[src/rtl/iomem_initiator_if.sv]
// iomem bus bundle shared by the initiator and the PicoSoC iomem responders.
// The master side issues requests; the slave side returns the ready strobe
// and read data.
interface iomem_initiator_if;
    logic        iomem_valid;
    logic        iomem_ready;
    logic [3:0]  iomem_wstrb;
    logic [31:0] iomem_addr;
    logic [31:0] iomem_wdata;
    logic [31:0] iomem_rdata;

    modport master (
        output iomem_valid,
        output iomem_wstrb,
        output iomem_addr,
        output iomem_wdata,
        input  iomem_ready,
        input  iomem_rdata
    );

    modport slave (
        input  iomem_valid,
        input  iomem_wstrb,
        input  iomem_addr,
        input  iomem_wdata,
        output iomem_ready,
        output iomem_rdata
    );
endinterface

[src/rtl/iomem_initiator.sv]
// iomem_initiator: turns one fabric command into one iomem read/write
// transaction and returns a single response (read data or timeout error).
// Define IOMEM_INITIATOR_TIMEOUT_EN to build the bounded-wait counter; without
// it the bus phase waits for iomem_ready indefinitely and rsp_err is tied 0.
module iomem_initiator #(
    parameter int unsigned TIMEOUT = 255
) (
    input  logic              clk,
    input  logic              resetn,

    input  logic              cmd_valid,
    output logic              cmd_ready,
    input  logic [31:0]       cmd_addr,
    input  logic [31:0]       cmd_wdata,
    input  logic [3:0]        cmd_wstrb,

    output logic              rsp_valid,
    input  logic              rsp_ready,
    output logic [31:0]       rsp_rdata,
    output logic              rsp_err,

    iomem_initiator_if.master bus
);

    typedef enum logic [1:0] {
        IDLE,
        BUS,
        RESP
    } state_t;

    state_t      state;
    state_t      state_next;

    logic        cmd_fire;
    logic        bus_ack;
    logic        timeout_hit;

    logic [31:0] addr_q;
    logic [31:0] wdata_q;
    logic [3:0]  wstrb_q;
    logic [31:0] rdata_q;

    if (TIMEOUT < 1 || TIMEOUT > 65535) begin : g_bad_timeout
        $error("iomem_initiator: TIMEOUT must be in 1..65535");
    end

    assign cmd_fire = (state == IDLE) && cmd_valid && cmd_ready;
    assign bus_ack  = (state == BUS) && bus.iomem_ready;

`ifdef IOMEM_INITIATOR_TIMEOUT_EN
    localparam logic [15:0] LAST_CNT = 16'(TIMEOUT - 1);

    logic [15:0] wait_cnt;
    logic        err_q;

    // The counter holds the number of BUS edges already seen, so the edge that
    // would close the TIMEOUT-th valid cycle is the one where it equals TIMEOUT-1.
    assign timeout_hit = (state == BUS) && (wait_cnt == LAST_CNT);

    // Wait counter: cleared on accept, advances once per BUS cycle.
    always_ff @(posedge clk or negedge resetn) begin
        if (!resetn) begin
            wait_cnt <= '0;
        end else if (cmd_fire) begin
            wait_cnt <= '0;
        end else if (state == BUS) begin
            wait_cnt <= wait_cnt + 16'd1;
        end
    end

    // Error flag: ready wins over a coincident timeout.
    always_ff @(posedge clk or negedge resetn) begin
        if (!resetn) begin
            err_q <= 1'b0;
        end else if (bus_ack) begin
            err_q <= 1'b0;
        end else if (timeout_hit) begin
            err_q <= 1'b1;
        end
    end

    assign rsp_err = err_q;
`else
    assign timeout_hit = 1'b0;
    assign rsp_err     = 1'b0;
`endif

    // State register.
    always_ff @(posedge clk or negedge resetn) begin
        if (!resetn) begin
            state <= IDLE;
        end else begin
            state <= state_next;
        end
    end

    // Next-state logic.
    always_comb begin
        state_next = state;
        unique case (state)
            IDLE:    if (cmd_fire)                  state_next = BUS;
            BUS:     if (bus_ack || timeout_hit)    state_next = RESP;
            RESP:    if (rsp_ready)                 state_next = IDLE;
            default:                                state_next = IDLE;
        endcase
    end

    // cmd_ready is registered from the next state so it stays low during reset
    // and first rises on the edge after release.
    always_ff @(posedge clk or negedge resetn) begin
        if (!resetn) begin
            cmd_ready <= 1'b0;
        end else begin
            cmd_ready <= (state_next == IDLE);
        end
    end

    // Bus request registers: loaded on accept, strobes cleared when BUS ends.
    always_ff @(posedge clk or negedge resetn) begin
        if (!resetn) begin
            addr_q  <= '0;
            wdata_q <= '0;
            wstrb_q <= '0;
        end else if (cmd_fire) begin
            addr_q  <= cmd_addr;
            wdata_q <= cmd_wdata;
            wstrb_q <= cmd_wstrb;
        end else if (bus_ack || timeout_hit) begin
            wstrb_q <= '0;
        end
    end

    // Response data: read data on a read ack, zero for writes and timeouts.
    always_ff @(posedge clk or negedge resetn) begin
        if (!resetn) begin
            rdata_q <= '0;
        end else if (bus_ack) begin
            rdata_q <= (wstrb_q == 4'b0000) ? bus.iomem_rdata : '0;
        end else if (timeout_hit) begin
            rdata_q <= '0;
        end
    end

    assign bus.iomem_valid = (state == BUS);
    assign bus.iomem_addr  = addr_q;
    assign bus.iomem_wdata = wdata_q;
    assign bus.iomem_wstrb = wstrb_q;

    assign rsp_valid = (state == RESP);
    assign rsp_rdata = rdata_q;

endmodule
[src/flat_wrapper.sv]
// flat-port wrapper written by rule: the top's interface ports become plain ports
module iomem_initiator_flat 
#(
    parameter int unsigned TIMEOUT = 255
)
  (clk, resetn, cmd_valid, cmd_ready, cmd_addr, cmd_wdata, cmd_wstrb, rsp_valid, rsp_ready, rsp_rdata, rsp_err, bus_iomem_valid, bus_iomem_wstrb, bus_iomem_addr, bus_iomem_wdata, bus_iomem_ready, bus_iomem_rdata);
  iomem_initiator_if bus_i ();
  input  logic clk;
  input  logic resetn;
  input  logic cmd_valid;
  output logic cmd_ready;
  input  logic [31:0] cmd_addr;
  input  logic [31:0] cmd_wdata;
  input  logic [3:0] cmd_wstrb;
  output logic rsp_valid;
  input  logic rsp_ready;
  output logic [31:0] rsp_rdata;
  output logic rsp_err;
  output wire logic [$bits(bus_i.iomem_valid)-1:0] bus_iomem_valid;
  output wire logic [$bits(bus_i.iomem_wstrb)-1:0] bus_iomem_wstrb;
  output wire logic [$bits(bus_i.iomem_addr)-1:0] bus_iomem_addr;
  output wire logic [$bits(bus_i.iomem_wdata)-1:0] bus_iomem_wdata;
  input wire logic [$bits(bus_i.iomem_ready)-1:0] bus_iomem_ready;
  input wire logic [$bits(bus_i.iomem_rdata)-1:0] bus_iomem_rdata;
  assign bus_iomem_valid = bus_i.iomem_valid;
  assign bus_iomem_wstrb = bus_i.iomem_wstrb;
  assign bus_iomem_addr = bus_i.iomem_addr;
  assign bus_iomem_wdata = bus_i.iomem_wdata;
  assign bus_i.iomem_ready = bus_iomem_ready;
  assign bus_i.iomem_rdata = bus_iomem_rdata;
  iomem_initiator #(.TIMEOUT(TIMEOUT)) u_core (.clk(clk), .resetn(resetn), .cmd_valid(cmd_valid), .cmd_ready(cmd_ready), .cmd_addr(cmd_addr), .cmd_wdata(cmd_wdata), .cmd_wstrb(cmd_wstrb), .rsp_valid(rsp_valid), .rsp_ready(rsp_ready), .rsp_rdata(rsp_rdata), .rsp_err(rsp_err), .bus(bus_i));
endmodule
[config.mk]
export PLATFORM = sky130hd
export DESIGN_NAME = iomem_initiator_flat
export DESIGN_NICKNAME = d
export VERILOG_FILES = /design/src/rtl/iomem_initiator_if.sv /design/src/rtl/iomem_initiator.sv /design/src/flat_wrapper.sv
export SDC_FILE = /design/constraint.sdc
export NUM_CORES = 1
export LEC_CHECK = 0
export ABC_AREA = 1
export BUFFER_PORTS_ARGS = -buffer_cell sky130_fd_sc_hd__buf_2
export CORE_UTILIZATION = 49
export DETAILED_ROUTE_END_ITERATION = 10
export PLACE_DENSITY_LB_ADDON = 0.15
export SLEW_MARGIN = 30
export SYNTH_ARGS = -nofsm -noshare
export SYNTH_HDL_FRONTEND = slang
export SYNTH_SLANG_ARGS = --single-unit
[constraint.sdc]
create_clock -name clk -period 3.4 [get_ports clk]
set_input_delay 0.51 -clock clk [delete_from_list [all_inputs] [get_ports clk]]
set_output_delay 0.51 -clock clk [all_outputs]
set_load 0.01 [all_outputs]
==> results of run 1 <==
layout by cell type (no fill, tap or decap), types with 2 or more instances in the layout:
| cell | netlist | routed |
|---|---|---|
| nand2_1 | 235 | 235 |
| nand3_1 | 36 | 36 |
| o21ai_0 | 4 | 4 |
| clkbuf_8 | 0 | 10 |
| o21ai_1 | 30 | 30 |
| buf_2 | 16 | 206 |
| nor2_4 | 0 | 2 |
| buf_4 | 3 | 3 |
| dfrtp_1 | 103 | 103 |
| bufinv_16 | 0 | 2 |
| inv_1 | 5 | 5 |
cell families after synthesis:
kind of cell / share of synthesized area
AOI/OAI and AO/OA: 0.0421
buffers and inverters: 0.0467
DFF: 0.638
other: 0.000928
and+or+nand+nor: 0.272
critical path, stage by stage, from the launching register on:
cell,delay [ps]
dfrtp_1,450
nor2_2,90
nand2_4,80
buf_4,540
o21ai_0,280
nor2_1,140
cell type report:
cell class	count	area share
Clock buffer	11	0.0266
Sequential cell	103	0.485
Timing Repair Buffer	210	0.200
Multi-Input combinational cell	312	0.244
Tap cell	102	0.0240
Inverter	6	0.00471
Clock inverter	5	0.0153
report_power, final:
part | leakage, uW | internal, uW | total [uW] | switching, uW
clock network | 0.000110 | 435 | 832 | 396
registers | 0.00131 | 1710 | 1990 | 272
logic | 0.00167 | 696 | 1860 | 1160
routing by layer:
| metal | track usage | up-vias |
|---|---|---|
| li1 | - | 1782 |
| met1 | 0.297 | 1676 |
| met2 | 0.373 | 149 |
| met3 | 0.0567 | 21 |
| met4 | 0.108 | 0 |
| met5 | 0 | - |
through the flow:
step | cells | utilization
2_1_floorplan | 449 | -
3_3_place_gp | 733 | 0.646
3_5_place_dp | 733 | 0.648
4_1_cts | 749 | 0.676
5_1_grt | 749 | 0.677
6_report | 749 | 0.677
worst paths after layout:
| path | slack, ps | cells past startpoint | to | startpoint |
|---|---|---|---|---|
| worst max register to register | 1750 | 5 | u_core.cmd_ready | u_core.state[0] |
| worst min-delay path | 150 | 1 | u_core.bus.iomem_wdata[25] | resetn |
| worst min register to register | 480 | 2 | u_core.bus.iomem_wdata[5] | u_core.bus.iomem_wdata[5] |
| min in group clk | 340 | 3 | u_core.bus.iomem_addr[4] | cmd_addr[4] |
| max in group asynchronous | 2420 | 2 | u_core.bus.iomem_addr[3] | resetn |
| worst max-delay path | 1750 | 5 | u_core.cmd_ready | u_core.state[0] |
registers in the layout, indices dropped and copies added, names as in the netlist:
name and count:
u_core.bus.iomem_addr 32, u_core.bus.iomem_wdata 32, u_core.rsp_rdata 32, u_core.bus.iomem_wstrb 4, u_core.state 2, u_core.cmd_ready 1
==> results.toml, run 1 <==
[yosys]
yosysWarnings = 0
synth_ff_type = "dfrtp_1"
synth.most_common_cell = "nand2_1"
synth-seq-cells = 103
yosysTopAreaCellShare = 0.638
ys_seq_area_frac = 0.638
synth_edf_count = 0
netlist_top_cells_count = "nand2_1, dfrtp_1, nand3_1"
ys_types = 16
synth_top_area_cell = "dfrtp_1"
avgSynthCellArea_um2 = 9.00
synthArstFlopShare = 1.00
synthesis.nets = 554
synth_area_mm2 = 0.00404
synthCells = 449
synthTopCellsByArea = "dfrtp_1, nand2_1, nand3_1"

[sta]
hold_ws_ps = 155
drv_slew = 0
finalSetupViolCount = 0
fin_crit_sh = 0.485
setup_slack_ps = 1750
slew-limit-headroom = 0.512
final-hold-violation-count = 0
finalClockSkew_ps = 14.6
tightest_slew_ps = 733
fin_crit_ps = 1650
rsz0062_at_grt = "false"
tns_ps = 0
fmax_mhz = 607

[detailed_routing]
drc_errors = 0
via_count = 3628
dr.max_layer_used = "met4"
wl_met2_um = 4610
wl_per_cell_um = 13.0
wl_met1_um = 4160
viasPerCell = 4.84
drtIter0Drc = 177
antenna_left = 0
dr_wl_met3_um = 719
drt-total-wl_um = 9740
dr.pass1.iters = 5

[die]
die-area_mm2 = 0.00861
initial_core_util = 0.515
pin_count = 209
core_area_mm2 = 0.00785
chipWidth_um = 92.8
rows = 32
die_h_um = 92.8

[clock_tree]
cts.sinks = 103
cts_tree = "yes"
post_cts_buffers = 0
postCtsHoldBufs = 0
clk_path_buf_depth = 2
clk_pin_slew_worst_paths_ps = 100
cts_root_buf = "clkbuf_8"
cts.htree.levels = 3
cts_resized = 0
clk-insertion-delay-late_ps = 350
cts_buffers = 9

[setup_path]
startpoint_type = "flip-flop"
worstSetupPathType = "reg -> reg"
required_ps = 3680
arrival_ps = 1930
worstPathMaxFanout = 69
endpoint_kind = "flip-flop"

[grt]
grt_max_degree = 84
grt_pass1_wl_um = 15500
grt_pass1_vias = 3314
grt_antenna_before_repair = 0
grt_overflow = 0
grtUsageTotal = 0.232

[layout]
multi_input_area_mm2 = 0.00130
nets = 747
nFillCells = 704
drive_above_1_share = 0.357
diodes = 0
stdcell_area_mm2 = 0.00532
area_delta_synth_final_pct = 31.5
ff_latch_area_mm2 = 0.00258

[place]
port_buffers = 207
gp_congestion = 0.796
place_ws_ps = 1330
dp_hpwl_um = 6830
placed_area_mm2 = 0.00508

[power]
finalPower_uw = 4680
p_leak_uw = 0.00309
p_per_area_mw_per_mm2 = 880
ir_drop_uv = 409

[outcome]
status = "finished clean"

[min_path]
hold_class = "in -> async"

[flow_run]
maxCapViolCount = 0
Note: power is estimated with default switching activity, not from simulation.
==> inputs of run 2 (changes only) <==
- ABC_AREA: 1 -> 0
- CORE_UTILIZATION: 49 -> 40
- clock period: 3.4 -> 1.5 ns (I/O delays scaled with it)
==> results.toml, run 2 <==
[setup_path]
worstPathMaxFanout = 7
worstReg2RegStart = "u_core.state[1]"
endpoint_kind = "flip-flop"
required_ps = 1740
crit_start = "u_core.state[1]"
startpoint_type = "flip-flop"
worstSetupPathType = "reg -> reg"
arrival_ps = 1820

[grt]
grt_overflow = 0
grt_max_degree = 44
grt_pass1_vias = 2717
grt_pass1_wl_um = 13700
grtUsageTotal = 0.177
grt_antenna_before_repair = 0

[yosys]
synthArstFlopShare = 1.00
synth_ff_type = "dfrtp_1"
synth-compound-area-share = 0.0895
synthTopCellsByArea = "dfrtp_1, mux2_2, a22o_1"
ys_types = 17
ys_seq_area_frac = 0.663
synth_top_family_by_area = "multiplexers"
netlist_top_cells_count = "dfrtp_1, mux2_2, a22o_1"
synth_top_area_cell = "dfrtp_1"
synth.most_common_cell = "dfrtp_1"
synthMuxAreaShare = 0.186
synth_edf_count = 0
yosysTopAreaCellShare = 0.663
synthCells = 231
yosys.area_share.adder = 0
avgSynthCellArea_um2 = 16.8
synth-seq-cells = 103
synth_xor_area_frac = 0
synth-simple-area-share = 0.0167
synthesis.nets = 336
synth_area_mm2 = 0.00388
yosysWarnings = 0

[sta]
fmax_mhz = 630
finalClockSkew_ps = 11.3
fin_crit_sh = 1.06
finalSetupViolCount = 66
final-hold-violation-count = 0
drv_slew = 0
fin_crit_ps = 1590
setup_slack_ps = -86.2
rsz0062_at_grt = "true"

[clock_tree]
cts.htree.levels = 3
clk_path_buf_depth = 2
clk_pin_slew_worst_paths_ps = 90
cts_tree = "yes"
cts_root_buf = "clkbuf_8"
cts.sinks = 103
clk-insertion-delay-late_ps = 350
cts_buffers = 9

[place]
port_buffers = 207
gp_congestion = 0.723
placed_area_mm2 = 0.00518
dp_hpwl_um = 6470

[detailed_routing]
dr.pass1.iters = 4
drtIter0Drc = 42
antenna_left = 0
via_count = 2787
drt-total-wl_um = 9120
drc_errors = 0
viasPerCell = 4.71
wl_per_cell_um = 15.4

[layout]
layout_common_cells = "buf_2, dfrtp_1, mux2_4"
drive_above_1_share = 0.687
final_common_cell = "buf_2"
diodes = 0
nets = 563
multi_input_area_mm2 = 0.00137
stdcell_area_mm2 = 0.00569
area_delta_synth_final_pct = 46.3
ff_latch_area_mm2 = 0.00258
nFillCells = 795

[die]
rows = 35
die-area_mm2 = 0.0101
pin_count = 209
core_area_mm2 = 0.00933
die_h_um = 101
initial_core_util = 0.416
chipWidth_um = 101

[outcome]
violations = "negative setup slack"
status = "finished, violations left"

[power]
p_per_area_mw_per_mm2 = 2140
p_leak_uw = 0.00302
ir_drop_uv = 891
finalPower_uw = 12200

[min_path]
hold_class = "in -> reg"
min_from = "bus_iomem_rdata[3]"

[flow_run]
maxCapViolCount = 0
==> run 2: changes by cell type after synthesis, sizes merged, moves of 2 or more <==
cell and delta:
o21ai -34, nor2 -3, nand3 -37, nand2 -236, buf -10, nor2b +2
clkbuf -3, mux2 +64, a22o +37, inv -4
==> run 2: worst max-delay path, cell delays in order, from the launching register on <==
cell and delay (ps):
dfrtp_1 420, nor4bb_4 380, buf_6 210, clkbuf_16 170
mux2_4 290
==> run 2: cells by family (layout without fill, tap and decap cells) <==
logic type | after synthesis | after routing
AND/OR/NAND/NOR | 6 | 6
flip-flops | 103 | 103
AO/OA/AOI/OAI | 40 | 40
other | 1 | 1
multiplexers | 64 | 64
buffers and inverters | 17 | 249
==> run 2: area by class of cell <==
| cell class | count | area share |
|---|---|---|
| inverters | 2 | 0.00132 |
| well taps | 129 | 0.0284 |
| repair buffers | 231 | 0.247 |
| flip-flops and latches | 103 | 0.453 |
| clock buffers | 11 | 0.0231 |
| clock inverters | 5 | 0.00616 |
| multi-input cells | 111 | 0.240 |
==> run 2: final timing paths <==
| path | to | cells past startpoint | slack (ps) |
|---|---|---|---|
| min in group asynchronous | u_core.bus.iomem_wdata[8] | 2 | 320 |
| hold / removal | u_core.rsp_rdata[3] | 2 | 90 |
| max in group asynchronous | u_core.bus.iomem_wdata[29] | 3 | 610 |
| setup / recovery | u_core.bus.iomem_addr[8] | 4 | -90 |
| hold reg to reg | u_core.rsp_rdata[18] | 1 | 500 |
| setup reg to reg | u_core.bus.iomem_addr[8] | 4 | -90 |
==> run 2: metal layers <==
| metal | up-vias | GRT usage | routed length [um] |
|---|---|---|---|
| li1 | 1285 | - | - |
| met4 | 0 | 0.0725 | 172 |
| met3 | 13 | 0.0395 | 549 |
| met1 | 1373 | 0.218 | 3860 |
| met2 | 116 | 0.300 | 4540 |
| met5 | - | 0 | 0 |
==> run 2: power by group <==
group / leakage, uW / switching (uW) / internal (uW)
logic: 0.00168 / 2410 / 3410
clock network: 0.0000716 / 904 / 603
registers: 0.00127 / 709 / 4150
total: 0.00302 / 4020 / 8160
==> run 2: per-stage QoR <==
stage                     utilization  hold WS (ps)  worst slack, ps  cells  setup TNS (ps)
after global routing            0.610          70.4             -164    592           -8830
final                           0.610          88.3            -86.2    592           -3770
after floorplan                     -         -70.6             34.3    231               0
after CTS                       0.586          64.1            -76.3    587           -2420
after detailed placement        0.555           168            -58.0    569           -1980
after global placement          0.555           166            -28.0    569           -1160
==> run 2: what timing repair did <==
| item | 4_1_cts | 5_1_grt |
|---|---|---|
| hold endpoints to repair | 24 | 0 |
| pin swaps | 0 | 1 |
| gates resized for setup | 29 | 36 |
| buffers inserted | 1 | 5 |
| hold buffers | 1 | 0 |
| cloned | 0 | 2 |
| setup endpoints to repair | 67 | 100 |
